<file path="config.mk">
export PLATFORM = sky130hd
export DESIGN_NAME = spi_accel_responder_flat
export DESIGN_NICKNAME = d
export VERILOG_FILES = /design/src/rtl/spi_accel_responder_pkg.sv /design/src/rtl/spi_accel_responder_if.sv /design/src/rtl/spi_accel_responder_pin_sync.sv /design/src/rtl/spi_accel_responder.sv /design/src/flat_wrapper.sv
export SDC_FILE = /design/constraint.sdc
export NUM_CORES = 1
export LEC_CHECK = 0
export BUFFER_PORTS_ARGS = -buffer_cell sky130_fd_sc_hd__buf_2
export CAP_MARGIN = 20
export CORE_ASPECT_RATIO = 0.7
export CORE_MARGIN = 1.5
export CORE_UTILIZATION = 53
export DETAILED_ROUTE_END_ITERATION = 6
export GPL_ROUTABILITY_DRIVEN = 0
export MAX_ROUTING_LAYER = met4
export PLACE_DENSITY = 0.86
export REMOVE_ABC_BUFFERS = 1
export SLEW_MARGIN = 30
export SYNTH_ARGS = -nofsm -noshare
export SYNTH_HDL_FRONTEND = slang
export SYNTH_SLANG_ARGS = --single-unit
export TNS_END_PERCENT = 30
</file>
<file path="constraint.sdc">
create_clock -name clk -period 2.5 [get_ports clk]
set_clock_uncertainty 0.2 [all_clocks]
set_input_delay 0.75 -clock clk [delete_from_list [all_inputs] [get_ports clk]]
set_output_delay 0.75 -clock clk [all_outputs]
set_load 0.01 [all_outputs]
</file>
<file path="src/rtl/spi_accel_responder_pkg.sv">
`default_nettype none
// ============================================================================
// Module  : accel_spi_pkg
// Purpose : Shared opcodes, register map and state type for the ADXL362-style
//           SPI register interface (responder and initiator both import it).
// Rev     : 1.0  initial release
// ============================================================================
package accel_spi_pkg;

  // Instruction bytes
  localparam logic [7:0] OP_WRITE = 8'h0A;
  localparam logic [7:0] OP_READ  = 8'h0B;

  // Register map (6-bit address space)
  localparam logic [5:0] ADDR_DEVID_AD  = 6'h00;
  localparam logic [5:0] ADDR_DEVID_MST = 6'h01;
  localparam logic [5:0] ADDR_PARTID    = 6'h02;
  localparam logic [5:0] ADDR_XDATA     = 6'h08;
  localparam logic [5:0] ADDR_YDATA     = 6'h09;
  localparam logic [5:0] ADDR_ZDATA     = 6'h0A;
  localparam logic [5:0] ADDR_POWER_CTL = 6'h2D;

  // Transaction phases
  typedef enum logic [2:0] {
    ST_IDLE    = 3'd0,
    ST_CMD     = 3'd1,
    ST_ADDR    = 3'd2,
    ST_DATA_RD = 3'd3,
    ST_DATA_WR = 3'd4,
    ST_IGNORE  = 3'd5
  } state_t;

  // Measurement mode is POWER_CTL[1:0] == 2'b10
  function automatic logic is_measure(input logic [7:0] pwr);
    return (pwr[1:0] == 2'b10);
  endfunction

endpackage
`default_nettype wire

</file>
<file path="src/rtl/spi_accel_responder_if.sv">
`default_nettype none
// ============================================================================
// Module  : spi_accel_responder_if
// Purpose : 4-wire SPI bundle (mode 0). master = initiator side,
//           slave = responder side.
// Rev     : 1.0  initial release
// ============================================================================
interface spi_accel_responder_if;
  logic cs;    // active-low chip select
  logic sclk;
  logic mosi;
  logic miso;

  modport master (output cs, output sclk, output mosi, input miso);
  modport slave  (input cs, input sclk, input mosi, output miso);
endinterface
`default_nettype wire

</file>
<file path="src/rtl/spi_accel_responder_pin_sync.sv">
`default_nettype none
// ============================================================================
// Module  : spi_pin_sync
// Purpose : Multi-stage synchronizer for cs/sclk/mosi plus edge detection.
//           Chip select only becomes visible once it has been seen high after
//           reset, so a cs held low across reset never yields a falling edge.
// Rev     : 1.0  initial release
// ============================================================================
module spi_pin_sync #(
  parameter int SYNC_STAGES = 2
) (
  input  wire logic clk,
  input  wire logic rst_n,
  input  wire logic i_cs,
  input  wire logic i_sclk,
  input  wire logic i_mosi,
  output logic      o_cs,
  output logic      o_mosi,
  output logic      o_sclk_rise,
  output logic      o_sclk_fall,
  output logic      o_cs_fall,
  output logic      o_cs_rise
);

  logic [SYNC_STAGES-1:0] r_cs_pipe;
  logic [SYNC_STAGES-1:0] r_sclk_pipe;
  logic [SYNC_STAGES-1:0] r_mosi_pipe;
  logic                   r_armed;
  logic                   r_cs_prev;
  logic                   r_sclk_prev;
  logic                   w_cs_lvl;

  // cs reads as deasserted until a synchronized high has been observed
  assign w_cs_lvl = r_cs_pipe[SYNC_STAGES-1] | ~r_armed;

  // Synchronizer chains and previous-level registers for edge detection
  always_ff @(posedge clk or negedge rst_n) begin
    if (!rst_n) begin
      r_cs_pipe   <= '0;
      r_sclk_pipe <= '0;
      r_mosi_pipe <= '0;
      r_armed     <= 1'b0;
      r_cs_prev   <= 1'b1;
      r_sclk_prev <= 1'b0;
    end else begin
      r_cs_pipe   <= {r_cs_pipe[SYNC_STAGES-2:0], i_cs};
      r_sclk_pipe <= {r_sclk_pipe[SYNC_STAGES-2:0], i_sclk};
      r_mosi_pipe <= {r_mosi_pipe[SYNC_STAGES-2:0], i_mosi};
      r_armed     <= r_armed | r_cs_pipe[SYNC_STAGES-1];
      r_cs_prev   <= w_cs_lvl;
      r_sclk_prev <= r_sclk_pipe[SYNC_STAGES-1];
    end
  end

  assign o_cs        = w_cs_lvl;
  assign o_mosi      = r_mosi_pipe[SYNC_STAGES-1];
  assign o_sclk_rise = ~r_sclk_prev &  r_sclk_pipe[SYNC_STAGES-1];
  assign o_sclk_fall =  r_sclk_prev & ~r_sclk_pipe[SYNC_STAGES-1];
  assign o_cs_fall   =  r_cs_prev   & ~w_cs_lvl;
  assign o_cs_rise   = ~r_cs_prev   &  w_cs_lvl;

endmodule
`default_nettype wire

</file>
<file path="src/rtl/spi_accel_responder.sv">
`default_nettype none
// ============================================================================
// Module  : spi_accel_responder
// Purpose : Oversampled SPI target emulating the ADXL362 register interface:
//           instruction, address, then data bytes with 6-bit auto-increment.
//           Axis values are snapshotted at cs fall for coherent bursts.
// Rev     : 1.0  initial release
// ============================================================================
module spi_accel_responder
  import accel_spi_pkg::*;
#(
  parameter logic [7:0] DEVID_AD    = 8'hAD,
  parameter logic [7:0] DEVID_MST   = 8'h1D,
  parameter logic [7:0] PARTID      = 8'hF2,
  parameter int         SYNC_STAGES = 2
) (
  input  wire logic              clk,
  input  wire logic              rst_n,
  spi_accel_responder_if.slave   spi,
  input  wire logic [7:0]        i_x_axis,
  input  wire logic [7:0]        i_y_axis,
  input  wire logic [7:0]        i_z_axis,
  output logic [7:0]             o_power_ctl,
  output logic                   o_measure,
  output logic                   o_busy
);

  logic       w_cs, w_mosi, w_sclk_rise, w_sclk_fall, w_cs_fall, w_cs_rise;
  state_t     r_state, w_state_next;
  logic [2:0] r_bit_cnt;
  logic [6:0] r_rx_sh;
  logic [7:0] r_tx_sh;
  logic [5:0] r_addr;
  logic       r_is_read;
  logic [7:0] r_sx, r_sy, r_sz;
  logic [7:0] r_power_ctl;
  logic       r_miso;
  logic       w_active, w_rise_q, w_fall_q, w_byte_done;
  logic [7:0] w_rx_byte;
  logic [5:0] w_rd_addr;
  logic [7:0] w_rd_data;
  logic       w_measure;

  spi_pin_sync #(.SYNC_STAGES(SYNC_STAGES)) u_pin_sync (
    .clk         (clk),
    .rst_n       (rst_n),
    .i_cs        (spi.cs),
    .i_sclk      (spi.sclk),
    .i_mosi      (spi.mosi),
    .o_cs        (w_cs),
    .o_mosi      (w_mosi),
    .o_sclk_rise (w_sclk_rise),
    .o_sclk_fall (w_sclk_fall),
    .o_cs_fall   (w_cs_fall),
    .o_cs_rise   (w_cs_rise)
  );

  // sclk edges count only inside a frame; a cs fall in the same cycle wins
  assign w_active    = ~w_cs & ~w_cs_fall & (r_state != ST_IDLE);
  assign w_rise_q    = w_sclk_rise & w_active;
  assign w_fall_q    = w_sclk_fall & w_active;
  assign w_byte_done = w_rise_q & (r_bit_cnt == 3'd7);
  assign w_rx_byte   = {r_rx_sh, w_mosi};
  assign w_measure   = is_measure(r_power_ctl);

  // Read address: freshly received address in ADDR, else the next burst slot
  assign w_rd_addr = (r_state == ST_ADDR) ? w_rx_byte[5:0] : (r_addr + 6'd1);

  // Register file read mux
  always_comb begin
    w_rd_data = 8'h00;
    case (w_rd_addr)
      ADDR_DEVID_AD:  w_rd_data = DEVID_AD;
      ADDR_DEVID_MST: w_rd_data = DEVID_MST;
      ADDR_PARTID:    w_rd_data = PARTID;
      ADDR_XDATA:     w_rd_data = w_measure ? r_sx : 8'h00;
      ADDR_YDATA:     w_rd_data = w_measure ? r_sy : 8'h00;
      ADDR_ZDATA:     w_rd_data = w_measure ? r_sz : 8'h00;
      ADDR_POWER_CTL: w_rd_data = r_power_ctl;
      default:        w_rd_data = 8'h00;
    endcase
  end

  // State register
  always_ff @(posedge clk or negedge rst_n) begin
    if (!rst_n) r_state <= ST_IDLE;
    else        r_state <= w_state_next;
  end

  // Next-state: cs edges dominate, otherwise advance at byte completion
  always_comb begin
    w_state_next = r_state;
    if (w_cs_rise) begin
      w_state_next = ST_IDLE;
    end else if (w_cs_fall) begin
      w_state_next = ST_CMD;
    end else if (w_byte_done) begin
      case (r_state)
        ST_CMD:  w_state_next = ((w_rx_byte == OP_READ) || (w_rx_byte == OP_WRITE))
                                ? ST_ADDR : ST_IGNORE;
        ST_ADDR: w_state_next = r_is_read ? ST_DATA_RD : ST_DATA_WR;
        default: w_state_next = r_state;
      endcase
    end
  end

  // Datapath: shifting, address/burst handling, POWER_CTL write, miso
  always_ff @(posedge clk or negedge rst_n) begin
    if (!rst_n) begin
      r_bit_cnt   <= 3'd0;
      r_rx_sh     <= 7'd0;
      r_tx_sh     <= 8'd0;
      r_addr      <= 6'd0;
      r_is_read   <= 1'b0;
      r_sx        <= 8'd0;
      r_sy        <= 8'd0;
      r_sz        <= 8'd0;
      r_power_ctl <= 8'd0;
      r_miso      <= 1'b0;
    end else if (w_cs_rise) begin
      r_bit_cnt <= 3'd0;
      r_miso    <= 1'b0;
    end else if (w_cs_fall) begin
      r_sx      <= i_x_axis;
      r_sy      <= i_y_axis;
      r_sz      <= i_z_axis;
      r_bit_cnt <= 3'd0;
      r_miso    <= 1'b0;
    end else begin
      if (w_rise_q) begin
        r_rx_sh   <= w_rx_byte[6:0];
        r_bit_cnt <= r_bit_cnt + 3'd1;
      end
      if (w_byte_done) begin
        case (r_state)
          ST_CMD: r_is_read <= (w_rx_byte == OP_READ);
          ST_ADDR: begin
            r_addr  <= w_rx_byte[5:0];
            r_tx_sh <= w_rd_data;
          end
          ST_DATA_RD: begin
            r_addr  <= r_addr + 6'd1;
            r_tx_sh <= w_rd_data;
          end
          ST_DATA_WR: begin
            if (r_addr == ADDR_POWER_CTL) r_power_ctl <= w_rx_byte;
            r_addr <= r_addr + 6'd1;
          end
          default: ;
        endcase
      end
      if (w_fall_q && (r_state == ST_DATA_RD)) begin
        r_miso  <= r_tx_sh[7];
        r_tx_sh <= {r_tx_sh[6:0], 1'b0};
      end
    end
  end

  assign spi.miso    = r_miso;
  assign o_power_ctl = r_power_ctl;
  assign o_measure   = w_measure;
  assign o_busy      = ~w_cs;

endmodule
`default_nettype wire

</file>
<file path="src/flat_wrapper.sv">
// flat-port wrapper written by rule: the top's interface ports become plain ports
module spi_accel_responder_flat import accel_spi_pkg::*;
#(
  parameter logic [7:0] DEVID_AD    = 8'hAD,
  parameter logic [7:0] DEVID_MST   = 8'h1D,
  parameter logic [7:0] PARTID      = 8'hF2,
  parameter int         SYNC_STAGES = 2
)
  (clk, rst_n, i_x_axis, i_y_axis, i_z_axis, o_power_ctl, o_measure, o_busy, spi_cs, spi_sclk, spi_mosi, spi_miso);
  spi_accel_responder_if spi_i ();
  input  wire logic clk;
  input  wire logic rst_n;
  input  wire logic [7:0] i_x_axis;
  input  wire logic [7:0] i_y_axis;
  input  wire logic [7:0] i_z_axis;
  output logic [7:0] o_power_ctl;
  output logic o_measure;
  output logic o_busy;
  input wire logic [$bits(spi_i.cs)-1:0] spi_cs;
  input wire logic [$bits(spi_i.sclk)-1:0] spi_sclk;
  input wire logic [$bits(spi_i.mosi)-1:0] spi_mosi;
  output wire logic [$bits(spi_i.miso)-1:0] spi_miso;
  assign spi_i.cs = spi_cs;
  assign spi_i.sclk = spi_sclk;
  assign spi_i.mosi = spi_mosi;
  assign spi_miso = spi_i.miso;
  spi_accel_responder #(.DEVID_AD(DEVID_AD), .DEVID_MST(DEVID_MST), .PARTID(PARTID), .SYNC_STAGES(SYNC_STAGES)) u_core (.clk(clk), .rst_n(rst_n), .spi(spi_i), .i_x_axis(i_x_axis), .i_y_axis(i_y_axis), .i_z_axis(i_z_axis), .o_power_ctl(o_power_ctl), .o_measure(o_measure), .o_busy(o_busy));
endmodule
</file>
==> results.json, run 1 <==
{
  "die_width_um": 104,
  "vias_per_cell": 5.93,
  "syn_area_per_cell_sq_um": 10.3,
  "wl_mm": 9.44,
  "min_path_type": "reg2reg",
  "maxSlewViolCount": 0,
  "synth_edf_count": 0,
  "cts_tree": "built",
  "grt_first_pass_wirelength_mm": 15.4,
  "reg2reg_to": "u_core.o_power_ctl[7]",
  "cts.hold.buffers_added": 0,
  "ys_warn_count": 0,
  "regToRegStartpoint": "u_core.u_pin_sync.r_cs_pipe[1]",
  "ys_ff_latch": 70,
  "final_common_cell": "dfrtp_1",
  "cp-startpoint": "u_core.u_pin_sync.r_cs_pipe[1]",
  "start_util_pct": 55.3,
  "hold_viol_final": 0,
  "power_density_nw_per_um2": 609,
  "crit_path_max_incr_delay_ns": 0.64,
  "drt-initial-drc-count": 310,
  "start_kind": "flop",
  "drv_cap": 0,
  "yosysSeqAreaShare_pct": 46.7,
  "reg2regPathDepth": 7,
  "clock_path_buffers": 2,
  "layout_common_cells": "69 x dfrtp_1, 44 x nand2_1, 44 x buf_4, 39 x buf_2, 24 x mux2_2",
  "ir_drop_uv": 551,
  "grt_max_degree": 71,
  "synth_area_sq_um": 3750,
  "portBuffers": 39,
  "dieArea_sq_um": 7610,
  "final.min_clock_period_ns": 2.60,
  "cp-endpoint": "u_core.o_power_ctl[7]",
  "p_total_mw": 2.88,
  "relSlewSlack_pct": 62.8,
  "vias": 3197,
  "fmax_ghz": 0.384,
  "post-place-cells": 517,
  "status": "finished, violations left",
  "clock_latency_ns": 0.35,
  "root_buffer": "clkbuf_8",
  "ios": 40,
  "cp_max_fo": 5,
  "grt_use_total_pct": 27.1,
  "numCtsBuffers": 9,
  "grt.overflow.total": 0,
  "clkTransAtPathRegs_ns": 0.07,
  "synth_ff_type": "dfrtp_1",
  "core_sq_um": 6790,
  "wl_per_cell_um": 17.5,
  "first_pass_iters": 5,
  "grt_setup_unrepaired": "yes",
  "worst-setup-path-type": "reg2reg",
  "antenna_found_initial": 0,
  "grt_pass1_vias": 3096,
  "rrSetupSlack_ns": -0.10,
  "area_growth_pct": 26.0,
  "nFillCells": 477,
  "crit_arrival_ns": 2.63,
  "period_share_pct": 104,
  "hpwl_mm": 6.29,
  "finalSetupViolCount": 7,
  "p_leak_nw": 2.14,
  "fp.dieH_um": 73.4,
  "fin_nets": 476,
  "rows": 25,
  "yosys.cell_types.count": 61,
  "crit_chain": "nand2b_4 -> inv_4 -> ha_4 -> nand2_4 -> or4b_4 -> or4_4 -> mux2_4",
  "violations": "setup timing",
  "slowest_stage": "or4_4",
  "endpoint_kind": "flop",
  "ant_nets": 0,
  "cts.sinks": 70,
  "antenna_cells": 0,
  "synthArstFlopShare_pct": 100,
  "syn_inst": 365,
  "post-place-ws_ns": -0.168,
  "holdWs_ns": 0.160,
  "fin_ws_ns": -0.101,
  "htree_levels": 3,
  "drive_gt1_share_pct": 39.6,
  "fin_cells": 539,
  "drc_errors": 0,
  "tns_ns": -0.481,
  "required_ns": 2.53,
  "tightest_slew_ns": 0.552
}
routing by layer:
layer	up-vias	global-route usage (%)	part of all wire, %	wire length, um
li1	1465	-	-	-
met1	1550	35.6	43	4100
met2	160	40.8	46	4350
met4	0	8.80	1.6	148
met5	-	-	0	0
met3	22	7.81	8.9	841
synthesized netlist by cell type, drive strengths merged (2+ instances only):
library cell | n | share of area, %
a21o | 3 | 0.60
inv | 19 | 1.9
nor3 | 7 | 1.3
nand3 | 9 | 1.3
o221ai | 2 | 0.47
clkbuf | 10 | 1.0
nor3b | 2 | 0.67
nor2 | 20 | 2.1
a21oi | 15 | 2.1
mux2 | 32 | 10
nand4 | 3 | 0.50
mux2i | 8 | 2.1
dfrtp | 69 | 46
o31ai | 5 | 1.0
nand3b | 3 | 0.60
a211oi | 3 | 0.73
and4 | 2 | 0.47
o211ai | 8 | 1.6
or2 | 2 | 0.33
a221oi | 6 | 1.4
a21boi | 4 | 0.80
a22oi | 6 | 1.2
nand2b | 6 | 1.0
nor4 | 2 | 0.33
ha | 7 | 2.3
o22ai | 8 | 1.3
xor2 | 2 | 0.47
o21ai | 26 | 3.7
or3b | 2 | 0.47
buf | 12 | 2.3
nand2 | 45 | 4.5
stage by stage:
step | area, sq um | util, %
detailed placement | 4260 | 62.8
floorplan | 3630 | -
global placement | 4260 | 62.8
global route | 4730 | 69.7
finish | 4730 | 69.7
CTS | 4630 | 68.1
power by group:
part / leakage [nW] / switching (mW) / internal, mW
combinational: 1.11 / 0.193 / 0.168
sequential: 0.894 / 0.0621 / 1.23
clock: 0.132 / 0.440 / 0.789
total: 2.14 / 0.695 / 2.18
worst max-delay path: cells and delay by family (launching register included):
family	cells	cell delay [ns]
multiplexers	1	0.33
flip-flops	1	0.37
adder cells (fa/ha/maj)	1	0.14
AND/OR/NAND/NOR	4	1.37
buffers and inverters	1	0.06
worst min-delay path by stage:
stage / startpoint / to / slack [ns] / cells after the start
after floorplan: u_core.u_pin_sync.r_cs_pipe[0] / u_core.u_pin_sync.r_cs_pipe[1] / 0.13 / 0
after global placement: u_core.u_pin_sync.r_mosi_pipe[0] / u_core.u_pin_sync.r_mosi_pipe[1] / 0.13 / 0
after detailed placement: u_core.u_pin_sync.r_cs_pipe[0] / u_core.u_pin_sync.r_cs_pipe[1] / 0.14 / 0
after CTS: u_core.u_pin_sync.r_cs_pipe[0] / u_core.u_pin_sync.r_cs_pipe[1] / 0.16 / 0
after global routing: u_core.u_pin_sync.r_sclk_pipe[0] / u_core.u_pin_sync.r_sclk_pipe[1] / 0.17 / 0
final: u_core.u_pin_sync.r_sclk_pipe[0] / u_core.u_pin_sync.r_sclk_pipe[1] / 0.16 / 0
cell families after synthesis:
| logic type | after synthesis | synth area share, % |
|---|---|---|
| simple gates | 113 | 16.0 |
| compound gates | 91 | 16.6 |
| flops | 70 | 46.7 |
| buf+inv | 41 | 5.20 |
| mux | 40 | 12.5 |
| fa+ha+maj | 7 | 2.33 |
| xor+xnor | 3 | 0.700 |
flip-flops by register name (all words and copies together), names as in the netlist, 6 cells and up:
register and cells:
u_core.o_power_ctl 8, u_core.r_addr 6, u_core.r_rx_sh 7, u_core.r_sx 8, u_core.r_sy 8, u_core.r_sz 8, u_core.r_tx_sh 8
final cells by class:
cell class	instances	area [sq um]	area share, %
Clock buffer	10	138	2.91
Clock inverter	6	133	2.80
Inverter	19	73.8	1.56
Multi-Input combinational cell	255	1960	41.4
Sequential cell	70	1750	37.0
Tap cell	94	118	2.49
Timing Repair Buffer	85	557	11.8
timing repair:
action,4_1_cts,5_1_grt
buffers inserted,1,4
endpoints found under the setup margin,21,23
resized for setup,17,14
pin swaps,4,6
gates cloned,1,0
(Power assumes the default switching activity.)
==> run 2: changes to the inputs <==
PLACE_DENSITY = 0.76   (was 0.86)
==> run 2 against run 1 <==
Compared with the run above: the flow still finishes with violations (setup timing); highest routed layer unchanged; critical path type unchanged; combinational power increased by 8.6%; hold slack lost 0.011 ns; via count shrank 1.9%; utilization is 0.37 points lower; largest power group unchanged; cell area decreased by 0.53%; final cell count rose by 1.1%; largest cell class unchanged.
==> results.json, run 2 (synthesized netlist as in run 1, its figures left out) <==
{
  "status": "finished, violations left",
  "violations": "setup timing",
  "start_util_pct": 55.3,
  "grt.overflow.total": 0,
  "fin_cells": 545,
  "hold_depth": 0,
  "tightest_slew_ns": 0.602,
  "grt_max_degree": 34,
  "antenna_cells": 0,
  "vias_per_cell": 5.75,
  "relSlewSlack_pct": 59.8,
  "endpoint_kind": "flop",
  "first_pass_iters": 5,
  "ir_drop_uv": 415,
  "hold_viol_final": 0,
  "final_common_cell": "dfrtp_1",
  "tns_ns": -0.241,
  "wl_mm": 9.31,
  "clock_latency_ns": 0.35,
  "fin_ws_ns": -0.0442,
  "core_sq_um": 6790,
  "layout_common_cells": "69 x dfrtp_1, 46 x buf_4, 44 x nand2_1, 38 x buf_2, 23 x mux2_2",
  "ant_nets": 0,
  "finalSetupViolCount": 6,
  "p_total_mw": 2.46,
  "period_share_pct": 102,
  "crit_arrival_ns": 2.57,
  "min_path_type": "reg2reg",
  "cts.sinks": 70,
  "maxSlewViolCount": 0,
  "grt_first_pass_wirelength_mm": 15.1,
  "drive_gt1_share_pct": 39.7,
  "grt_use_total_pct": 26.5,
  "grt_setup_unrepaired": "yes",
  "grt_pass1_vias": 2936,
  "antenna_found_initial": 0,
  "reg2regPathDepth": 7,
  "numCtsBuffers": 9,
  "fmax_ghz": 0.393,
  "drc_errors": 0,
  "cts_tree": "built",
  "vias": 3135,
  "portBuffers": 39,
  "dieArea_sq_um": 7610,
  "fp.dieH_um": 73.4,
  "start_kind": "flop",
  "utilization_pct": 69.3,
  "final.min_clock_period_ns": 2.54,
  "root_buffer": "clkbuf_8",
  "area_growth_pct": 25.4,
  "required_ns": 2.53,
  "hpwl_mm": 6.59,
  "htree_levels": 3,
  "worst-setup-path-type": "reg2reg",
  "clkTransAtPathRegs_ns": 0.07,
  "die_width_um": 104,
  "cp_max_fo": 5,
  "clock_path_buffers": 2,
  "fin_nets": 482,
  "holdWs_ns": 0.149,
  "power_density_nw_per_um2": 523,
  "wl_per_cell_um": 17.1,
  "drv_cap": 0,
  "p_leak_nw": 2.12,
  "post-place-cells": 522,
  "rows": 25,
  "ios": 40,
  "drt-initial-drc-count": 285
}
[run 2: what timing repair did]
action | 4_1_cts | 5_1_grt
hold buffers | 0 | 0
resized for setup | 15 | 22
endpoints found under the hold margin | 0 | 0
buffers inserted | 5 | 1
setup endpoints to repair | 20 | 40
pin swaps | 6 | 6
cloned | 1 | 0
[run 2: final timing paths]
kind,from,endpoint,slack (ns)
max,u_core.u_pin_sync.r_cs_pipe[1],u_core.o_power_ctl[5],-0.04
min,u_core.u_pin_sync.r_sclk_pipe[0],u_core.u_pin_sync.r_sclk_pipe[1],0.15
max reg2reg,u_core.u_pin_sync.r_cs_pipe[1],u_core.o_power_ctl[5],-0.04
min reg2reg,u_core.u_pin_sync.r_sclk_pipe[0],u_core.u_pin_sync.r_sclk_pipe[1],0.15
max in group asynchronous,rst_n,u_core.r_sy[5],1.34
min in group asynchronous,rst_n,u_core.u_pin_sync.r_armed,0.21
[run 2: metrics by stage]
| step | cell area, sq um | worst slack (ns) |
|---|---|---|
| after floorplan | 3630 | -0.175 |
| after global placement | 4310 | -0.100 |
| after detailed placement | 4310 | -0.159 |
| after CTS | 4600 | -0.0712 |
| after global routing | 4710 | -0.138 |
| final | 4710 | -0.0442 |
[run 2: final cells by class]
type	instances	area (sq um)
clock buffer	11	131
clock inverter	5	36.3
fill	524	2080
inverter	19	73.8
multi-input combinational	255	1960
sequential	70	1750
tap	94	118
timing repair buffer	91	632
[run 2: layer usage]
metal	routed length, um	vias to the layer above	track usage, %
li1	-	1484	-
met1	4410	1540	38.6
met2	4190	103	38.6
met3	636	8	5.06
met4	70	0	6.17
met5	0	-	-
[run 2: power by group]
| part | switching (mW) | total [mW] | internal (mW) |
|---|---|---|---|
| clock network | 0.428 | 0.790 | 0.362 |
| logic | 0.203 | 0.392 | 0.189 |
| registers | 0.0527 | 1.28 | 1.23 |
[run 2: critical path, cell delays in order (launching register included)]
cell      delay, ns
dfrtp_1        0.37
nand2b_4       0.15
inv_4          0.06
ha_4           0.13
nand2_2        0.06
or4b_4         0.54
or4_4          0.59
mux2_4         0.33
